$ cat src/rtl/apb_arb_pkg.sv
// Shared types and constants for the two-master APB arbiter.
package apb_arb_pkg;

    // Arbiter FSM states: one transfer walks IDLE -> SETUP -> ACCESS -> RESP.
    typedef enum logic [1:0] {
        IDLE   = 2'd0,
        SETUP  = 2'd1,
        ACCESS = 2'd2,
        RESP   = 2'd3
    } arbState_t;

    localparam int          NUM_MASTERS      = 2;
    localparam logic [31:0] DEFAULT_ERR_DATA = 32'hFFFF_FFFF;

    // Round-robin pick between two requesters: on a tie the master that
    // was not granted last wins; otherwise the single requester wins.
    function automatic logic pickWinner(input logic req0,
                                        input logic req1,
                                        input logic lastGrant);
        if (req0 && req1) begin
            return ~lastGrant;
        end else if (req1) begin
            return 1'b1;
        end
        return 1'b0;
    endfunction

endpackage

$ cat src/rtl/apb_timeout_counter.sv
// Counts ACCESS cycles of the current transfer; saturates at TIMEOUT.
module apb_timeout_counter #(
    parameter int TIMEOUT = 256
) (
    input  logic pCLK,
    input  logic pRESETn,
    input  logic clear,
    input  logic enable,
    output logic expired
);

    localparam int             CW    = $clog2(TIMEOUT + 1);
    localparam logic [CW-1:0]  LIMIT = CW'(TIMEOUT);

    logic [CW-1:0] countReg;

    // Clear has priority; holding at LIMIT keeps expired stable if the
    // FSM ever lingers for an extra cycle.
    always_ff @(posedge pCLK or negedge pRESETn) begin
        if (!pRESETn) begin
            countReg <= '0;
        end else if (clear) begin
            countReg <= '0;
        end else if (enable && (countReg != LIMIT)) begin
            countReg <= countReg + 1'b1;
        end
    end

    assign expired = (countReg == LIMIT);

endmodule

$ cat src/rtl/apb_master_arbiter.sv
// Two-master APB arbiter: round-robin grant, regenerated SETUP/ACCESS
// per transfer, and a watchdog that errors out hung accesses.
module apb_master_arbiter
    import apb_arb_pkg::*;
#(
    parameter int             DW       = 32,
    parameter int             AW       = 32,
    parameter int             TIMEOUT  = 256,
    parameter logic [DW-1:0]  ERR_DATA = DW'(DEFAULT_ERR_DATA)
) (
    input  logic          pCLK,
    input  logic          pRESETn,

    input  logic [AW-1:0] m0_pADDR,
    input  logic [DW-1:0] m0_pWDATA,
    input  logic          m0_pSELx,
    input  logic          m0_pENABLE,
    input  logic          m0_pWRITE,
    output logic [DW-1:0] m0_pRDATA,
    output logic          m0_pREADY,
    output logic          m0_pSLVERR,

    input  logic [AW-1:0] m1_pADDR,
    input  logic [DW-1:0] m1_pWDATA,
    input  logic          m1_pSELx,
    input  logic          m1_pENABLE,
    input  logic          m1_pWRITE,
    output logic [DW-1:0] m1_pRDATA,
    output logic          m1_pREADY,
    output logic          m1_pSLVERR,

    output logic [AW-1:0] pADDR,
    output logic [DW-1:0] pWDATA,
    output logic          pSELx,
    output logic          pENABLE,
    output logic          pWRITE,
    input  logic [DW-1:0] pRDATA,
    input  logic          pREADY,
    input  logic          pSLVERR,

    output logic          to_pulse,
    output logic [AW-1:0] to_addr
);

    // Per-master views so the datapath can be indexed by grant.
    logic [AW-1:0] mAddr   [NUM_MASTERS];
    logic [DW-1:0] mWdata  [NUM_MASTERS];
    logic          mWrite  [NUM_MASTERS];
    logic          mReq    [NUM_MASTERS];
    logic [DW-1:0] rdataReg[NUM_MASTERS];
    logic          mReady  [NUM_MASTERS];
    logic          mSlvErr [NUM_MASTERS];

    assign mAddr[0]  = m0_pADDR;
    assign mAddr[1]  = m1_pADDR;
    assign mWdata[0] = m0_pWDATA;
    assign mWdata[1] = m1_pWDATA;
    assign mWrite[0] = m0_pWRITE;
    assign mWrite[1] = m1_pWRITE;
    assign mReq[0]   = m0_pSELx;
    assign mReq[1]   = m1_pSELx;

    // Master ENABLE carries no information for arbitration: a request is
    // its SEL, and the transfer is regenerated downstream anyway.
    logic unusedEnable;
    assign unusedEnable = m0_pENABLE ^ m1_pENABLE;

    arbState_t     stateReg;
    arbState_t     stateNext;
    logic [AW-1:0] addrReg;
    logic [DW-1:0] wdataReg;
    logic          writeReg;
    logic          grantReg;
    logic          lastGrantReg;
    logic          slvErrReg;
    logic          toPulseReg;
    logic [AW-1:0] toAddrReg;

    logic          winnerIdx;
    logic          anyReq;
    logic          loadReq;
    logic          loadResp;
    logic          timeoutHit;
    logic          cntClear;
    logic          cntEnable;
    logic          expired;

    assign anyReq    = mReq[0] | mReq[1];
    assign winnerIdx = pickWinner(mReq[0], mReq[1], lastGrantReg);

    apb_timeout_counter #(
        .TIMEOUT (TIMEOUT)
    ) u_timeout (
        .pCLK    (pCLK),
        .pRESETn (pRESETn),
        .clear   (cntClear),
        .enable  (cntEnable),
        .expired (expired)
    );

    // FSM state register; async reset abandons any in-flight transfer.
    always_ff @(posedge pCLK or negedge pRESETn) begin
        if (!pRESETn) begin
            stateReg <= IDLE;
        end else begin
            stateReg <= stateNext;
        end
    end

    // Next-state and downstream control; pREADY is tested before the
    // watchdog so a completion on the expiry cycle is a normal one.
    always_comb begin
        stateNext  = stateReg;
        loadReq    = 1'b0;
        loadResp   = 1'b0;
        timeoutHit = 1'b0;
        cntClear   = 1'b1;
        cntEnable  = 1'b0;
        pSELx      = 1'b0;
        pENABLE    = 1'b0;
        case (stateReg)
            IDLE: begin
                if (anyReq) begin
                    loadReq   = 1'b1;
                    stateNext = SETUP;
                end
            end
            SETUP: begin
                pSELx     = 1'b1;
                stateNext = ACCESS;
            end
            ACCESS: begin
                pSELx     = 1'b1;
                pENABLE   = 1'b1;
                cntClear  = 1'b0;
                cntEnable = 1'b1;
                if (pREADY) begin
                    loadResp  = 1'b1;
                    stateNext = RESP;
                end else if (expired) begin
                    timeoutHit = 1'b1;
                    stateNext  = RESP;
                end
            end
            RESP: begin
                stateNext = IDLE;
            end
            default: begin
                stateNext = IDLE;
            end
        endcase
    end

    // Transfer fields, grant history, response status and watchdog report.
    always_ff @(posedge pCLK or negedge pRESETn) begin
        if (!pRESETn) begin
            addrReg      <= '0;
            wdataReg     <= '0;
            writeReg     <= 1'b0;
            grantReg     <= 1'b0;
            lastGrantReg <= 1'b1;
            slvErrReg    <= 1'b0;
            toPulseReg   <= 1'b0;
            toAddrReg    <= '0;
        end else begin
            toPulseReg <= timeoutHit;
            if (loadReq) begin
                addrReg      <= mAddr[winnerIdx];
                wdataReg     <= mWdata[winnerIdx];
                writeReg     <= mWrite[winnerIdx];
                grantReg     <= winnerIdx;
                lastGrantReg <= winnerIdx;
            end
            if (loadResp) begin
                slvErrReg <= pSLVERR;
            end else if (timeoutHit) begin
                slvErrReg <= 1'b1;
                toAddrReg <= addrReg;
            end
        end
    end

    generate
        for (genvar gi = 0; gi < NUM_MASTERS; gi++) begin : g_master
            // Read data is held per master and only the granted one updates.
            always_ff @(posedge pCLK or negedge pRESETn) begin
                if (!pRESETn) begin
                    rdataReg[gi] <= '0;
                end else if (grantReg == 1'(gi)) begin
                    if (loadResp) begin
                        rdataReg[gi] <= pRDATA;
                    end else if (timeoutHit) begin
                        rdataReg[gi] <= ERR_DATA;
                    end
                end
            end

            assign mReady[gi]  = (stateReg == RESP) && (grantReg == 1'(gi));
            assign mSlvErr[gi] = mReady[gi] && slvErrReg;
        end
    endgenerate

    assign m0_pRDATA  = rdataReg[0];
    assign m1_pRDATA  = rdataReg[1];
    assign m0_pREADY  = mReady[0];
    assign m1_pREADY  = mReady[1];
    assign m0_pSLVERR = mSlvErr[0];
    assign m1_pSLVERR = mSlvErr[1];

    assign pADDR    = addrReg;
    assign pWDATA   = wdataReg;
    assign pWRITE   = writeReg;
    assign to_pulse = toPulseReg;
    assign to_addr  = toAddrReg;

endmodule

$ cat config.mk
export PLATFORM = sky130hd
export DESIGN_NAME = apb_master_arbiter
export DESIGN_NICKNAME = d
export VERILOG_FILES = /design/src/rtl/apb_arb_pkg.sv /design/src/rtl/apb_timeout_counter.sv /design/src/rtl/apb_master_arbiter.sv
export SDC_FILE = /design/constraint.sdc
export NUM_CORES = 1
export LEC_CHECK = 0
export ABC_AREA = 1
export BUFFER_PORTS_ARGS = -buffer_cell sky130_fd_sc_hd__buf_2
export CORE_MARGIN = 1
export CORE_UTILIZATION = 35
export CTS_CLUSTER_DIAMETER = 60
export DETAILED_ROUTE_END_ITERATION = 12
export SLEW_MARGIN = 25
export SYNTH_ARGS = -nofsm -noshare
export SYNTH_HDL_FRONTEND = slang
export SYNTH_HIERARCHICAL = 1
export SYNTH_SLANG_ARGS = --single-unit
$ cat constraint.sdc
create_clock -name pCLK -period 3.8 [get_ports pCLK]
set_clock_uncertainty 0.2 [all_clocks]
set_input_delay 0.76 -clock pCLK [delete_from_list [all_inputs] [get_ports pCLK]]
set_output_delay 0.76 -clock pCLK [all_outputs]
set_load 0.01 [all_outputs]
==> impl_results.md, run 1 <==
* CP Cell Sequence: nand2_1 > nor2_1 > buf_2
* Total of warnings raised by yosys at 6
* RSZ-0062 raised after global routing: no
* H-Tree Depth at 4
* Setup TNS at 0 ns
* Critical path's slowest cell: dfrtp_1
* Tot Pwr at 7.960 mW
* Routed length per instance at 14.71 um
* DRC Markers at 0
* Largest net degree at the start of global routing at 85
* DR vias at 7924
* CTS tree: done
* Top Ports at 338
* Yosys cell types at 27
* CTS hold repair buffers at 0
* Post-synth top cells: 568 x nand2_1, 175 x dfrtp_1, 140 x nand3_1
* Max VDD drop at 0.0003637 V
* Post-CTS Repair Setup Buffers at 0
* Worst Path Arrival at 1.72 ns
* Vias in the first global route at 7283
* Pre-CTS setup slack at 1.185 ns
* Reg2Reg Depth at 13
* Mean post-synth cell area at 7.648 um^2
* Critical Path Sink Type: output port
* Antenna cells at 0
* Post-synthesis cell area at 0.008451 mm^2
* Worst Path Buf+Inv at 1
* Max FO, Critical Path at 19
* # rows at 56
* Skew-Pair Late Insertion Delay at 0.43 ns
* Post_cts resized at 0
* DR iter-0 viols at 499
* Global-route wire length before repair at 39.52 mm
* R2R Setup Slk at 1.18 ns
* Final Util at 0.4640
* Total congestion overflow at 0
* Min Hold Slack at 0.1627 ns
* RePlAce Congestion at 0.8134
* Syn nets at 1282
* Final HPWL DP at 17.86 mm
* Drt via density at 4.546
* Detail Route Antenna Nets at 0
* Seq cells post-synth at 176
* Final Critical Period at 2.680 ns
* Area growth from synthesis to layout at 29.26%
* Post-synthesis sequential area ratio at 0.5213
* Max-Cap Viols at 0
* Max frequency at 0.3731 GHz
* Die width at 157.4 um
* PwrDens at 728.8 mW/mm^2
* Synth Instances at 1105
* Outcome: completed
* Yosys top cell by area: dfrtp_1
* Buffers from clock root to sink, at most at 2
* Clock edge transition at the registers on the reported setup and hold paths at 0.08 ns
* Post-DP Area at 0.01032 mm^2
* Placed cells at 1711
* CTS root buffer: clkbuf_16
* Critical Path Start: grantReg
* Die footprint at 0.02477 mm^2
* Final setup fails at 0
* Crit Path Category: reg -> out
* Cell family with most CP delay: flip-flops
* Worst hold path type: in -> async
* Initial DRT Pass Iterations at 4
* Slew Viols, Final at 0
* Synth top area cells: dfrtp_1 52%, nand2_1 25%, nand3_1 8.3%, inv_1 3.6%, nand3b_1 2.8%
* Critical register-to-register path endpoint: m1_pRDATA[18]
* Critical Path RT at 2.84 ns
* Finished Cell Area at 0.01092 mm^2
* Worst slew pin tran at 0.8196 ns
* FF-to-FF Start: u_timeout/countReg[0]
* Starting Density at 0.3589
* Final setup margin at 1.120 ns
* Post-layout nets at 1588
* Post-synth EDFFs at 0
* Final instance count without filler cells at 1743
* Total Wirelength at 25.64 mm
* Clk sinks at 176
* Final period util at 0.7053
* Crit-path max cell delay at 0.85 ns
* Number of I/O port buffers at 335
* Nature of the critical path startpoint: flop
* Final hold vios at 0
* Share of cells above drive strength 1 at 0.2795
* Initial antenna violation count at 2
* Die Span Y at 157.4 um
* Most frequent cell after synthesis: nand2_1
* Synth async-reset ratio at 1.000
* Leak at 6.527 nW
* CTS Buf Count at 17
* Top FF cell, synth: dfrtp_1
* Gr usage total at 0.2089
* Core region area at 0.02354 mm^2
* Rel. slew slack at 0.4516
* Synth top area share at 0.5182
==> sequential cells by signal, indices dropped and copies added, names as in the netlist <==
register / count
to_addr: 32
to_pulse: 1
m1_pRDATA: 32
grantReg: 1
m0_pRDATA: 32
pWRITE: 1
u_timeout/countReg: 9
pADDR: 32
pWDATA: 32
slvErrReg: 1
lastGrantReg: 1
stateReg: 2
==> placed cells by master, fill, tap and decap left out, types with 3 or more instances in the layout <==
| cell | Yosys | routed |
|---|---|---|
| buf_4 | 17 | 16 |
| nor2_1 | 16 | 16 |
| nand2_1 | 568 | 565 |
| dfrtp_1 | 175 | 175 |
| inv_8 | 0 | 4 |
| nand2_2 | 1 | 4 |
| inv_6 | 0 | 3 |
| clkbuf_16 | 0 | 17 |
| nand3_1 | 140 | 140 |
| ha_1 | 7 | 7 |
| nand4_1 | 3 | 3 |
| inv_1 | 81 | 81 |
| buf_2 | 28 | 334 |
| inv_2 | 3 | 3 |
| nand3b_1 | 31 | 31 |
==> worst max-delay path by stage <==
stage | end | slack [ns] | cells after the start
CTS | m1_pSLVERR | 1.06 | 3
floorplan | m0_pSLVERR | 1.83 | 3
global route | m1_pRDATA[31] | 0.89 | 13
detailed placement | m1_pRDATA[3] | 1.18 | 13
global placement | m1_pRDATA[6] | 1.23 | 13
finish | m1_pSLVERR | 1.12 | 3
==> final cells by class <==
class / count / area [um^2]
Fill cell: 2420 / 12620
Sequential cell: 176 / 4405
Multi-Input combinational cell: 779 / 3368
Timing Repair Buffer: 352 / 1826
Clock buffer: 18 / 439.2
Tap cell: 319 / 399.1
Inverter: 85 / 319.1
Clock inverter: 14 / 166.4
==> layer usage <==
metal / up-vias / GRT usage / share of wire
met3: 32 / 0.05121 / 0.068
met5: - / 0 / 0.0012
li1: 4022 / - / -
met2: 263 / 0.3409 / 0.47
met4: 4 / 0.07351 / 0.017
met1: 3603 / 0.2684 / 0.44
==> cell families after synthesis <==
group / share of synthesized area
adder cells (fa/ha/maj): 0.01036
AND/OR/NAND/NOR: 0.3820
flip-flops: 0.5213
buffers and inverters: 0.08099
AO/OA/AOI/OAI: 0.005331
==> worst reg2reg max path, delay by kind of cell, from the launching register on <==
kind,cells,cell delay (ns)
adder cells (fa/ha/maj),1,0.15
AND/OR/NAND/NOR,8,0.83
buffers and inverters,4,0.94
flip-flops,1,0.41
==> power breakdown <==
| group | internal [mW] | switching, mW | leakage (nW) | total (mW) |
|---|---|---|---|---|
| registers | 2.60 | 0.469 | 2.21 | 3.07 |
| clock network | 0.958 | 0.834 | 0.291 | 1.79 |
| logic | 1.12 | 1.98 | 4.03 | 3.10 |
| total | 4.68 | 3.28 | 6.53 | 7.96 |
Note: power is estimated with default switching activity, not from simulation.
==> inputs of run 2 (changes only) <==
--- a/config.mk
+++ b/config.mk
@@ -5,7 +5,7 @@
 export SDC_FILE = /design/constraint.sdc
 export NUM_CORES = 1
 export LEC_CHECK = 0
-export ABC_AREA = 1
+export ABC_AREA = 0
 export BUFFER_PORTS_ARGS = -buffer_cell sky130_fd_sc_hd__buf_2
 export CORE_MARGIN = 1
 export CORE_UTILIZATION = 35
==> constraint.sdc (replaced) <==
create_clock -name pCLK -period 2.8 [get_ports pCLK]
set_clock_uncertainty 0.2 [all_clocks]
set_input_delay 0.56 -clock pCLK [delete_from_list [all_inputs] [get_ports pCLK]]
set_output_delay 0.56 -clock pCLK [all_outputs]
set_load 0.01 [all_outputs]
==> impl_results.md, run 2 <==
* Total of warnings raised by yosys at 6
* H-Tree Depth at 4
* Setup TNS at 0 ns
* Final period util at 0.8288
* Filler cells at 1995
* Synth async-reset ratio at 1.000
* Post-layout nets at 1226
* Skew-Pair Late Insertion Delay at 0.42 ns
* Final setup fails at 0
* Number of I/O port buffers at 335
* Hold Crit Start: m0_pADDR[20]
* Global-route wire length before repair at 35.01 mm
* Final instance count without filler cells at 1331
* Die Span Y at 146.0 um
* Initial DRT Pass Iterations at 4
* Hold EP: pADDR[20]
* Rel. slew slack at 0.5963
* Total congestion overflow at 0
* Critical Path RT at 2.96 ns
* Largest net degree at the start of global routing at 59
* Post-synthesis cell area at 0.007262 mm^2
* FF-to-FF Start: u_timeout/countReg[3]
* # rows at 52
* Die width at 146.0 um
* Leak at 5.003 nW
* CTS root buffer: clkbuf_16
* Post-synthesis sequential area ratio at 0.6067
* Yosys cell types at 45
* DR vias at 6554
* Starting Density at 0.3577
* Critical register-to-register path endpoint: m1_pRDATA[10]
* Area growth from synthesis to layout at 36.77%
* Clk sinks at 176
* Drt via density at 4.924
* Routed length per instance at 16.80 um
* Reg2Reg Depth at 7
* Initial antenna violation count at 1
* Post-DP Area at 0.009293 mm^2
* Max FO, Critical Path at 32
* Vias in the first global route at 6475
* RePlAce Congestion at 0.7879
* Finished Cell Area at 0.009932 mm^2
* Total Wirelength at 22.37 mm
* CTS hold repair buffers at 1
* DR iter-0 viols at 230
* Crit Path Category: reg -> reg
* CTS tree: done
* Post_cts resized at 0
* Clock edge transition at the registers on the reported setup and hold paths at 0.07 ns
* Critical Path Sink Type: flop
* Synth top area cells: dfrtp_1 60%, a21oi_1 9.4%, nand2_1 8.7%, o22a_1 7.7%, nor2_1 3.8%
* Slew Viols, Final at 0
* Worst Path Arrival at 2.48 ns
* CTS Buf Count at 17
* Most frequent cells in the layout: 334 x buf_2, 175 x dfrtp_1, 169 x nand2_1, 137 x a21oi_1, 74 x nor2_1
* Detail Route Antenna Nets at 0
* Die footprint at 0.02133 mm^2
* DRC Markers at 0
* Final Critical Period at 2.321 ns
* Most common cell after layout, fill and taps aside: buf_2
* Gr usage total at 0.2109
* Seq cells post-synth at 176
* Buffers from clock root to sink, at most at 2
* WHS Path Cells at 3
* Post-CTS Repair Setup Buffers at 0
* Nature of the critical path startpoint: flop
* Post-synth EDFFs at 0
* Tot Pwr at 10.64 mW
* R2R Setup Slk at 0.48 ns
* Max frequency at 0.4309 GHz
* Top FF cell, synth: dfrtp_1
* Mean post-synth cell area at 10.07 um^2
* PwrDens at 1071 mW/mm^2
* Core region area at 0.02030 mm^2
* Max VDD drop at 0.0004617 V
* Outcome: completed
* Share of cells above drive strength 1 at 0.3761
* Post-synth top cells: 175 x dfrtp_1, 169 x nand2_1, 137 x a21oi_1
* Yosys top cell by area: dfrtp_1
* Final HPWL DP at 15.81 mm
* RSZ-0062 raised after global routing: no
* Worst hold path type: in -> reg
* Synth top area share at 0.6030
* Antenna cells at 0
* Critical Path Start: u_timeout/countReg[3]
* Top Ports at 338
* Worst slew pin tran at 0.6055 ns
* Placed cells at 1299
* Synth Instances at 721
* Syn nets at 898
* Most frequent cell after synthesis: dfrtp_1
* Final hold vios at 0
* Max-Cap Viols at 0
run 2: cell types whose count changed in the layout (fill, tap and decap cells not counted), moves of 3 or more:
cell and delta:
nand2_1 -396, inv_1 -76, a21oi_1 +136, nand3_1 -139
bufinv_16 +3, nand2_2 -3, inv_8 -4, nor2_1 +58
o22a_1 +64, nand3b_1 -31, inv_2 -3, buf_12 +6
run 2: where the power goes:
part / internal, mW / switching (mW)
logic: 1.69 / 2.23
registers: 3.54 / 0.621
clock network: 1.51 / 1.04
total: 6.75 / 3.89
run 2: final cells by class:
class,instances,area [um^2],area share
sequential,176,4405,0.4436
multi-input combinational,491,2599,0.2617
timing repair buffer,357,1938,0.1951
clock buffer,18,429.2,0.04321
tap,270,337.8,0.03401
clock inverter,13,200.2,0.02016
inverter,6,22.52,0.002268
run 2: worst max-delay path by stage:
stage | endpoint | cells after the start
after floorplan | m0_pRDATA[10] | 6
after global placement | m0_pRDATA[21] | 7
after detailed placement | m0_pRDATA[21] | 7
after CTS | pENABLE | 3
after global routing | m0_pRDATA[30] | 7
final | m1_pRDATA[10] | 7
run 2: through the flow:
stage / hold WS (ns) / setup WS, ns / util
3_5_place_dp: 0.2571 / 0.4572 / 0.4578
2_1_floorplan: 0.06441 / 0.4549 / -
5_1_grt: 0.1425 / 0.3168 / 0.4893
4_1_cts: 0.1419 / 0.4548 / 0.4893
6_report: 0.1600 / 0.4794 / 0.4893
3_3_place_gp: 0.2540 / 0.4689 / 0.4578
run 2: worst max-delay path, cell delays in order, from the launching register on:
cell and delay (ns):
dfrtp_1 0.41, or4_4 0.55, nor4_1 0.19, buf_4 0.18, nand3b_4 0.13, a21boi_2 0.20
buf_12 0.21, o22a_1 0.17
run 2: cells by family (layout without fill, tap and decap cells):
logic type / after synthesis / count (layout) / share of synthesized area
flops: 176 / 176 / 0.6067
simple gates: 263 / 263 / 0.1461
mux: 4 / 4 / 0.006546
compound gates: 215 / 215 / 0.1880
xor+xnor: 2 / 2 / 0.002413
buf+inv: 54 / 394 / 0.03825
fa+ha+maj: 7 / 7 / 0.01206
run 2: per-layer routing:
metal,vias up,routed length (um),GRT usage
li1,3123,-,-
met1,3145,9648,0.2681
met2,258,10920,0.3567
met3,26,1426,0.04875
met4,2,353,0.06615
met5,-,13,0
